===== src/rtl/pr_bus_pkg.sv =====
// Shared types for the scripted processor-side bus initiator:
// command op codes, FSM states and response word layout.
package pr_bus_pkg;

    typedef enum logic [1:0] {
        OP_WRITE    = 2'b00,
        OP_READ     = 2'b01,
        OP_WAIT_IRQ = 2'b10,
        OP_DELAY    = 2'b11
    } prOp_t;

    typedef enum logic [2:0] {
        ST_IDLE,
        ST_ISSUE,
        ST_WAIT,
        ST_DELAY,
        ST_RESP
    } prState_t;

    localparam int IRQ_W           = 6;
    localparam int RSP_TIMEOUT_BIT = 31;

    // WAIT_IRQ response word: {timeout flag, 25'b0, hwInt}
    function automatic logic [31:0] waitRspWord(
        input logic             timedOut,
        input logic [IRQ_W-1:0] irq
    );
        logic [31:0] w;
        w = '0;
        w[RSP_TIMEOUT_BIT] = timedOut;
        w[IRQ_W-1:0] = irq;
        return w;
    endfunction

endpackage


===== src/rtl/pr_cycle_counter.sv =====
// Loadable up-counter shared by WAIT and DELAY.
// Ports: clk, rst (async low), clear, enable, limit; match = count==limit-1 (limit!=0).
module pr_cycle_counter #(
    parameter int W = 16
) (
    input  logic         clk,
    input  logic         rst,
    input  logic         clear,
    input  logic         enable,
    input  logic [W-1:0] limit,
    output logic         match
);

    logic [W-1:0] count;

    always_ff @(posedge clk or negedge rst) begin
        if (!rst) begin
            count <= '0;
        end else if (clear) begin
            count <= '0;
        end else if (enable) begin
            count <= count + W'(1);
        end
    end

    assign match = (limit != '0) && (count == limit - W'(1));

endmodule


===== src/rtl/pr_bus_master.sv =====
// Scripted bus initiator replacing the CPU on the bridge processor port.
// Ports: cmd_* stream in, rsp_* stream out, pr* bridge port, hwInt, busy.
module pr_bus_master
    import pr_bus_pkg::*;
#(
    parameter int TIMEOUT_W = 16
) (
    input  logic             clk,
    input  logic             rst,
    input  logic             cmd_valid,
    output logic             cmd_ready,
    input  logic [1:0]       cmd_op,
    input  logic [29:0]      cmd_addr,
    input  logic [3:0]       cmd_be,
    input  logic [31:0]      cmd_data,
    output logic             rsp_valid,
    input  logic             rsp_ready,
    output logic [31:0]      rsp_data,
    output logic [29:0]      prAddr,
    output logic             prWe,
    output logic [3:0]       prBe,
    output logic [31:0]      prDout,
    input  logic [31:0]      prDin,
    input  logic [IRQ_W-1:0] hwInt,
    output logic             busy
);

    prState_t               state;
    prState_t               stateNext;
    prOp_t                  cmdOp;
    prOp_t                  opReg;
    logic [IRQ_W-1:0]       maskReg;
    logic [TIMEOUT_W-1:0]   limitReg;
    logic [3:0]             beReg;
    logic [31:0]            rspReg;
    logic [31:0]            rspNext;
    logic                   loadRsp;
    logic                   accept;
    logic                   cntMatch;
    logic                   irqHit;
    logic                   waitExpired;
    logic                   delayDone;

    assign cmdOp  = prOp_t'(cmd_op);
    assign accept = cmd_valid && (state == ST_IDLE);
    assign irqHit = |(hwInt & maskReg);

    // Zero timeout with zero mask would never finish; treat as immediate timeout.
    assign waitExpired = cntMatch || ((limitReg == '0) && (maskReg == '0));
    assign delayDone   = cntMatch || (limitReg == '0);

    pr_cycle_counter #(
        .W(TIMEOUT_W)
    ) uCounter (
        .clk    (clk),
        .rst    (rst),
        .clear  (accept),
        .enable ((state == ST_WAIT) || (state == ST_DELAY)),
        .limit  (limitReg),
        .match  (cntMatch)
    );

    always_ff @(posedge clk or negedge rst) begin
        if (!rst) begin
            state <= ST_IDLE;
        end else begin
            state <= stateNext;
        end
    end

    always_comb begin
        stateNext = state;
        loadRsp   = 1'b0;
        rspNext   = rspReg;
        unique case (state)
            ST_IDLE: begin
                if (cmd_valid) begin
                    unique case (cmdOp)
                        OP_WRITE, OP_READ: stateNext = ST_ISSUE;
                        OP_WAIT_IRQ:       stateNext = ST_WAIT;
                        OP_DELAY:          stateNext = ST_DELAY;
                        default:           stateNext = ST_IDLE;
                    endcase
                end
            end
            ST_ISSUE: begin
                if (opReg == OP_READ) begin
                    loadRsp   = 1'b1;
                    rspNext   = prDin;
                    stateNext = ST_RESP;
                end else begin
                    stateNext = ST_IDLE;
                end
            end
            ST_WAIT: begin
                if (irqHit) begin
                    loadRsp   = 1'b1;
                    rspNext   = waitRspWord(1'b0, hwInt);
                    stateNext = ST_RESP;
                end else if (waitExpired) begin
                    loadRsp   = 1'b1;
                    rspNext   = waitRspWord(1'b1, hwInt);
                    stateNext = ST_RESP;
                end
            end
            ST_DELAY: begin
                if (delayDone) begin
                    stateNext = ST_IDLE;
                end
            end
            ST_RESP: begin
                if (rsp_ready) begin
                    stateNext = ST_IDLE;
                end
            end
            default: stateNext = ST_IDLE;
        endcase
    end

    always_ff @(posedge clk or negedge rst) begin
        if (!rst) begin
            opReg    <= OP_WRITE;
            maskReg  <= '0;
            limitReg <= '0;
            beReg    <= '0;
            prAddr   <= '0;
            prDout   <= '0;
            rspReg   <= '0;
        end else begin
            if (accept) begin
                opReg   <= cmdOp;
                maskReg <= cmd_data[IRQ_W-1:0];
                beReg   <= cmd_be;
                if (cmdOp == OP_WAIT_IRQ) begin
                    limitReg <= TIMEOUT_W'(cmd_data[31:16]);
                end else begin
                    limitReg <= TIMEOUT_W'(cmd_data[15:0]);
                end
                // Only bus ops move the address/data lines; others leave them held.
                if ((cmdOp == OP_WRITE) || (cmdOp == OP_READ)) begin
                    prAddr <= cmd_addr;
                    prDout <= cmd_data;
                end
            end
            if (loadRsp) begin
                rspReg <= rspNext;
            end
        end
    end

    assign cmd_ready = (state == ST_IDLE);
    assign busy      = (state != ST_IDLE);
    assign rsp_valid = (state == ST_RESP);
    assign rsp_data  = rspReg;
    assign prWe      = (state == ST_ISSUE) && (opReg == OP_WRITE);
    assign prBe      = (state == ST_ISSUE) ? beReg : 4'h0;

endmodule


===== config.mk =====
export PLATFORM = sky130hd
export DESIGN_NAME = pr_bus_master
export DESIGN_NICKNAME = d
export VERILOG_FILES = /design/src/rtl/pr_bus_pkg.sv /design/src/rtl/pr_cycle_counter.sv /design/src/rtl/pr_bus_master.sv
export SDC_FILE = /design/constraint.sdc
export NUM_CORES = 1
export LEC_CHECK = 0
export CAP_MARGIN = 15
export CORE_ASPECT_RATIO = 0.75
export CORE_MARGIN = 3
export CORE_UTILIZATION = 51
export CTS_BUF_LIST = sky130_fd_sc_hd__clkbuf_2 sky130_fd_sc_hd__clkbuf_4 sky130_fd_sc_hd__clkbuf_8
export CTS_CLUSTER_DIAMETER = 80
export DETAILED_ROUTE_END_ITERATION = 12
export GPL_TIMING_DRIVEN = 0
export PLACE_DENSITY = 0.88
export SETUP_SLACK_MARGIN = 0.3
export SLEW_MARGIN = 20
export SYNTH_ARGS = -nofsm -noshare
export SYNTH_HDL_FRONTEND = slang
export SYNTH_SLANG_ARGS = --single-unit

===== constraint.sdc =====
create_clock -name clk -period 4.8 [get_ports clk]
set_input_delay 0.96 -clock clk [delete_from_list [all_inputs] [get_ports clk]]
set_output_delay 0.96 -clock clk [all_outputs]
set_load 0.01 [all_outputs]

==> results by group, run 1 <==
Floorplan
  – Row cnt: 34
  – Starting Density: 0.537
  – Die Ht: 103 µm
  – Die area: about 0.014 mm²
  – Die W: approximately 140 µm
  – Core ar.: roughly 0.012 mm²
  – IO Pins: 212

Yosys
  – Adder-cell area share of the yosys netlist: 0.00391
  – Cell taking the most area after synthesis: dfrtp_1
  – Top-count cell post-synth: dfrtp_1
  – Largest family of logic cells by synthesized area: multiplexers
  – Synth Area in Compound Gates: 0.101
  – Mux cell area share after synthesis: 0.148
  – Dominant cells by area after synthesis: dfrtp_1, mux2_2, mux2i_1
  – Net count after synthesis: 657
  – Count of different cell masters after synthesis: 49
  – Yosys warns: 0
  – Avg Inst Size Synth: around 12 µm²
  – Simple-gate share of the synthesized area: 0.128
  – EDFF count, synth: 0
  – Ys flop type: dfrtp_1
  – Share of the synthesized area in the top cell type: 0.551
  – Post-synthesis xor/xnor area fraction: 0.0397
  – Share of flip-flops with an asynchronous set or reset: 1.00
  – Sequential element share of the synthesized area: 0.551
  – Mapped Area: roughly 0.0064 mm²
  – Flops & latches, synth: approximately 140
  – Gate Count Post-Synth: about 550
  – Commonest cells in the netlist: dfrtp_1, nand2_1, mux2_2

Placement
  – Placed inst area: between 0.008 and 0.009 mm²
  – Place WS: ~1.5 ns
  – GP Congestion: 0.890
  – Dpl hpwl: about 14000 µm
  – IO Port Bufs: approximately 210

Clocking
  – Clock net sink count: 141
  – CTS tree: built
  – H-tree depth: 4
  – Clock Latency Late Sink: about 0.45 ns
  – Max Root-Sink Buffers: 2
  – Setup repair bufs after CTS: 0
  – CTS root buf: clkbuf_8
  – Clock-pin slew on the worst setup and hold paths: around 0.1 ns
  – Resize count post-CTS: 0
  – CTS Buf Count: 17
  – Hold Buf Count CTS: 0

Global route
  – Tot GR Track Use: 0.275
  – Vias in the first global route: 5562
  – First-pass GRT wire length: 29800 µm
  – Pin count of the biggest net entering global routing: 106
  – GRT overflow: 0
  – Initial antenna violation count: 0

Critical path
  – Register-to-register path setup slack: about 1.8 ns
  – Crit path cell chain: nor3b_1, nor3b_1, clkdlybuf4s50_1
  – Critical path's slowest cell: nor3b_1
  – Critical Path End Type: output port
  – Worst EP arrival: about 2.4 ns
  – R2r worst-path depth: 5
  – Crit Reg-Reg Endpoint: prDout[22]$_DFFE_PN0P_
  – Reg2reg start: state[2]$_DFFE_PN0P_
  – Kind of critical path: flop to output port
  – CP Max Fanout: 7
  – CP dominant cell by count: nor3b_1
  – WP data required: between 3 and 4 ns
  – Startpoint types: flop
  – Crit path largest cell delay: ~0.67 ns

Route
  – DRC violations left: 0
  – Antenna Violating Nets Remaining: 0
  – WL/cell: between 15 and 20 µm
  – DRT Pass-1 Iters: 5
  – Vias/cell: about 5.5
  – Via Count: 5250
  – Initial DRC count: 360
  – Final wirelength: between 15000 and 20000 µm

Layout
  – Final Instance Area: about 0.0092 mm²
  – Ant. Diodes: 0
  – Nets: roughly 890
  – Core Util, Final: 0.769
  – Ratio of cells with drive above 1 in the final layout: 0.140
  – Area grow syn2layout: 43.2%

Power
  – Worst supply voltage drop on vdd: between 0.3 and 0.4 mV
  – PwrDens: about 590 mW/mm²
  – Pleak: 3.91 nW

Timing
  – Crit share post-route: 0.693
  – PnR worst setup slack: approximately 1.5 ns
  – Tmin final: between 3 and 4 ns
  – Unrepaired setup endpoints after global routing: false
  – Slew headroom: 0.457
  – Pins Over Slew Limit: 0
  – Fin. Hold Viols: 0
  – Worst-Margin Slew: ~0.81 ns
  – Highest clock rate: between 0.3 and 0.4 GHz
  – Final setup fails: 0
  – Clock Skew: 0.0208 ns

Min path
  – Worst hold path type: input pin to async pin

Status
  – Outcome: finished, final reports clean

Run
  – Max-cap violation count: 0
## metal layers
metal	GRT usage	wire, µm
met3	0.0922	1580
met5	0	0
met4	0.0612	216
met1	0.355	7640
met2	0.459	9350
## worst max-delay path by stage
stage	endpoint	cells past startpoint	slack, ns	start
after floorplan	rsp_data[11]$_DFFE_PN0P_	8	2.19	limitReg[8]$_DFFE_PN0P_
after global placement	prAddr[16]$_DFFE_PN0P_	1	-2.57	rst
after detailed placement	limitReg[10]$_DFFE_PN0P_	6	1.49	cmd_op[1]
after CTS	prWe	3	1.48	state[0]$_DFFE_PN0P_
after global routing	prWe	3	1.28	state[0]$_DFFE_PN0P_
final	prWe	3	1.47	state[0]$_DFFE_PN0P_
## per-stage QoR
step	hold WS [ns]	power [mW]	std cells	TNS, ns
floorplan	0.437	3.17	545	0
global placement	0.450	4.26	918	-360.35
detailed placement	0.463	4.38	919	0
CTS	0.368	5.42	950	0
global route	0.358	5.71	950	0
finish	0.368	5.40	950	0
## flip-flops by register name, summed over array words and instances, names as in the netlist
name / flops
opReg: 2
rsp_data: 32
uCounter.count: 16
maskReg: 6
prDout: 32
limitReg: 16
state: 3
prAddr: 30
beReg: 4
## critical path: cells and delay by family (launching register included)
family | cells | cell delay [ns]
buffers and inverters | 1 | 0.59
and+or+nand+nor | 2 | 0.92
DFF | 1 | 0.43
## power by group
part	internal, mW	switching [mW]
logic	1.31	1.07
clock network	0.537	0.480
registers	1.66	0.343
## kinds of logic (layout without fill, tap and decap cells)
logic type      after synthesis  count (layout)
xor+xnor                     29              29
mux                          87              87
flops                       141             141
simple gates                163             163
compound gates               82              82
fa+ha+maj                     2               2
buf+inv                      41             284
## cell usage in the layout, fill, tap and decap left out, types with 5 or more instances in the layout
master / count
mux2_2: 62
clkbuf_1: 20
xnor2_1: 11
clkbuf_8: 18
o22a_1: 6
nor3_1: 6
mux2i_1: 25
nand3_1: 9
nor2b_1: 7
inv_1: 13
dfrtp_1: 141
o21ai_0: 25
clkdlybuf4s50_1: 210
and3_1: 5
or3_1: 7
nand4_1: 5
xor2_1: 18
and2_1: 7
a22o_1: 25
nor2_1: 32
nand2_1: 63
## layout make-up
cell class	instances	area (µm²)
plain buffers	28	129
clock buffers	19	255
clock inverters	12	163
fillers	750	2750
inverters	13	48.8
multi-input cells	363	2690
flip-flops and latches	141	3530
well taps	162	203
repair buffers	212	2140
Note: power is estimated with default switching activity, not from simulation.
==> run 2, diff against run 1 <==
--- a/config.mk
+++ b/config.mk
@@ -8,12 +8,12 @@
 export CAP_MARGIN = 15
 export CORE_ASPECT_RATIO = 0.75
 export CORE_MARGIN = 3
-export CORE_UTILIZATION = 51
+export CORE_UTILIZATION = 48
 export CTS_BUF_LIST = sky130_fd_sc_hd__clkbuf_2 sky130_fd_sc_hd__clkbuf_4 sky130_fd_sc_hd__clkbuf_8
 export CTS_CLUSTER_DIAMETER = 80
 export DETAILED_ROUTE_END_ITERATION = 12
 export GPL_TIMING_DRIVEN = 0
-export PLACE_DENSITY = 0.88
+export PLACE_DENSITY = 0.83
 export SETUP_SLACK_MARGIN = 0.3
 export SLEW_MARGIN = 20
 export SYNTH_ARGS = -nofsm -noshare
==> constraint.sdc (replaced) <==
create_clock -name clk -period 3.25 [get_ports clk]
set_input_delay 0.65 -clock clk [delete_from_list [all_inputs] [get_ports clk]]
set_output_delay 0.65 -clock clk [all_outputs]
set_load 0.01 [all_outputs]
==> run 2 against run 1 <==
Compared with the run above:
- sequential power is 49% higher
- sequential cell count stayed put
- clock skew is 0.0072 ns lower
- total power is 46% higher
- via count is 0.51% lower
- clock power is 36% higher
- global-route usage is 1.8 points lower
- wire length is 1.0% lower
- worst setup slack worse by 1.1 ns
- design area is 0.22% higher
- count of clock-buffer cells in the layout is 2 lower
- critical path type is now flop to flop
- largest cell class unchanged
- largest power group unchanged
==> results by group, run 2 (same netlist as run 1, synthesis figures left out) <==
Status
  – Outcome: finished, final reports clean (unchanged)

Layout
  – Area grow syn2layout: 43.5% (was 43.2%)
  – Commonest non-fill, non-tap cells in the layout: clkdlybuf4s50_1, dfrtp_1, nand2_1 (unchanged)
  – Nets: 888 (unchanged)
  – Ratio of cells with drive above 1 in the final layout: 0.155 (was 0.140)
  – Commonest non-fill, non-tap cell in the layout: clkdlybuf4s50_1 (unchanged)
  – Ant. Diodes: 0 (unchanged)
  – Fill count: 850 (was 750)

Power
  – Switching power total: 2.88 mW (was 1.90 mW)
  – Clock power frac: 0.176 (was 0.188)
  – PwrDens: 861 mW/mm² (was 589 mW/mm²)
  – Power Total: 7.91 mW (was 5.40 mW)
  – Sw frac: 0.364 (was 0.351)
  – Pleak: 3.91 nW (about the same)
  – Logic gate share of total power: 0.448 (was 0.442)
  – Cell internal pwr: 5.03 mW (was 3.50 mW)
  – Worst supply voltage drop on vdd: 0.611 mV (was 0.397 mV)
  – Sequential share of power: 0.376 (was 0.370)

Critical path
  – Crit path cell chain: or4_4, or4_1, a221oi_2, a21oi_2, nor3_1, a21boi_2, o2bb2a_1 (was nor3b_1, nor3b_1, clkdlybuf4s50_1)
  – Critical path's slowest cell: or4_4 (was nor3b_1)
  – Startpoint types: flop (unchanged)
  – Reg2reg start: limitReg[8]$_DFFE_PN0P_ (was state[2]$_DFFE_PN0P_)
  – Register-to-register path setup slack: 0.38 ns (was 1.82 ns)
  – WP data required: 3.58 ns (was 3.84 ns)
  – Critical Path End Type: flop (was output port)
  – Crit Reg-Reg Endpoint: rsp_data[1]$_DFFE_PN0P_ (was prDout[22]$_DFFE_PN0P_)
  – CP Max Fanout: 6 (was 7)
  – Worst EP arrival: 3.20 ns (was 2.37 ns)
  – Kind of critical path: flop to flop (was flop to output port)
  – R2r worst-path depth: 7 (was 5)
  – Crit path largest cell delay: 0.57 ns (was 0.67 ns)

Global route
  – Grt peak-use layer: met2 (unchanged)
  – Vias in the first global route: 5696 (was 5562)
  – Tot GR Track Use: 0.257 (was 0.275)
  – GRT overflow: 0 (unchanged)
  – First-pass GRT wire length: 30200 µm (was 29800 µm)
  – Initial antenna violation count: 0 (unchanged)
  – GRT met3 Usage: 0.101 (was 0.0922)
  – Met2 Use GR: 0.435 (was 0.459)
  – Pin count of the biggest net entering global routing: 106 (unchanged)
  – Met1 Use GR: 0.312 (was 0.355)

Clocking
  – CTS Buf Count: 17 (unchanged)
  – Clock-pin slew on the worst setup and hold paths: 0.09 ns (was 0.10 ns)
  – CTS root buf: clkbuf_8 (unchanged)
  – Max Root-Sink Buffers: 2 (unchanged)
  – H-tree depth: 4 (unchanged)
  – CTS tree: built (unchanged)
  – Clock net sink count: 141 (unchanged)
  – Hold Buf Count CTS: 0 (unchanged)
  – Clock Latency Late Sink: 0.45 ns (about the same)

Timing
  – Pins Over Slew Limit: 0 (unchanged)
  – WHS: 0.0641 ns (was 0.368 ns)
  – Slew headroom: 0.438 (was 0.457)
  – Highest clock rate: 0.348 GHz
  – Clock Skew: 0.0136 ns (was 0.0208 ns)
  – Final setup fails: 0 (unchanged)
  – Crit share post-route: 0.883
  – Tmin final: between 2 and 3 ns
  – Fin. Hold Viols: 0 (unchanged)
  – Worst-Margin Slew: 0.842 ns (was 0.815 ns)
  – Unrepaired setup endpoints after global routing: true (was false)

Placement
  – GP Congestion: 0.864 (was 0.890)
  – IO Port Bufs: 211 (unchanged)
  – Dpl hpwl: 14200 µm (was 14000 µm)

Floorplan
  – Core ar.: 0.0127 mm² (was 0.0119 mm²)
  – Row cnt: 35 (was 34)
  – Starting Density: 0.506 (was 0.537)
  – Die area: 0.0148 mm² (was 0.0139 mm²)
  – IO Pins: 212 (unchanged)
  – Die Ht: 106 µm (was 103 µm)
  – Die W: 139 µm (was 135 µm)

Route
  – Final wirelength: 18600 µm (was 18800 µm)
  – DRC violations left: 0 (unchanged)
  – Initial DRC count: 333 (was 360)
  – WL/cell: 19.5 µm (was 19.8 µm)
  – DRT Pass-1 Iters: 5 (unchanged)
  – Via Count: 5223 (was 5250)
  – Antenna Violating Nets Remaining: 0 (unchanged)
  – Vias/cell: 5.47 (was 5.53)

Min path
  – Worst hold path type: input pin to async pin (unchanged)

Run
  – Max-cap violation count: 0 (unchanged)
-- run 2: power by group through the flow --
| stage | sequential (mW) | clock (mW) | combinational, mW |
|---|---|---|---|
| after floorplan | 3.10 | 0 | 1.58 |
| after global placement | 2.92 | 0 | 3.38 |
| after detailed placement | 2.97 | 0 | 3.52 |
| after CTS | 2.95 | 1.41 | 3.55 |
| after global routing | 3.07 | 1.50 | 3.83 |
| final | 2.97 | 1.39 | 3.55 |
-- run 2: timing repair --
action	in CTS	in global routing
pin swaps	0	1
setup buffers	0	0
gates cloned	0	0
resized for setup	2	12
setup endpoints to repair	9	93
endpoints found under the hold margin	0	0
-- run 2: metal layers --
metal	vias up	part of all wire
met5	-	0
met3	19	0.095
met2	208	0.51
met1	2608	0.38
li1	2388	-
met4	0	0.011
-- run 2: how the worst max path moves through the flow --
stage / startpoint / endpoint
6_report: limitReg[8]$_DFFE_PN0P_ / rsp_data[1]$_DFFE_PN0P_
5_1_grt: state[1]$_DFFE_PN0P_ / prDout[15]$_DFFE_PN0P_
4_1_cts: state[2]$_DFFE_PN0P_ / prDout[25]$_DFFE_PN0P_
3_3_place_gp: rst / prAddr[17]$_DFFE_PN0P_
3_5_place_dp: cmd_op[1] / limitReg[12]$_DFFE_PN0P_
2_1_floorplan: limitReg[8]$_DFFE_PN0P_ / rsp_data[11]$_DFFE_PN0P_
-- run 2: cell type report --
| cell class | count | area [µm²] | share of cell area |
|---|---|---|---|
| Sequential cell | 141 | 3530 | 0.385 |
| Clock buffer | 17 | 234 | 0.0255 |
| Multi-Input combinational cell | 363 | 2740 | 0.298 |
| Inverter | 13 | 48.8 | 0.00531 |
| Tap cell | 166 | 208 | 0.0226 |
| Clock inverter | 15 | 150 | 0.0163 |
| Timing Repair Buffer | 212 | 2140 | 0.234 |
| Buffer | 28 | 131 | 0.0143 |
-- run 2: stage by stage --
| stage | area, µm² | util | std cells | worst slack, ns | TNS (ns) |
|---|---|---|---|---|---|
| 4_1_cts | 9140 | 0.722 | 955 | 0.306 | 0 |
| 2_1_floorplan | 6400 | - | 545 | 0.638 | 0 |
| 5_1_grt | 9180 | 0.726 | 955 | 0.296 | 0 |
| 3_3_place_gp | 8720 | 0.689 | 922 | -3.82 | -536.87 |
| 3_5_place_dp | 8750 | 0.691 | 923 | 0.221 | 0 |
| 6_report | 9180 | 0.726 | 955 | 0.379 | 0 |
-- run 2: critical path: cells and delay by family (launching register included) --
family | cells | cell delay [ns]
AOI/OAI and AO/OA | 4 | 0.93
and+or+nand+nor | 3 | 1.36
DFF | 1 | 0.46
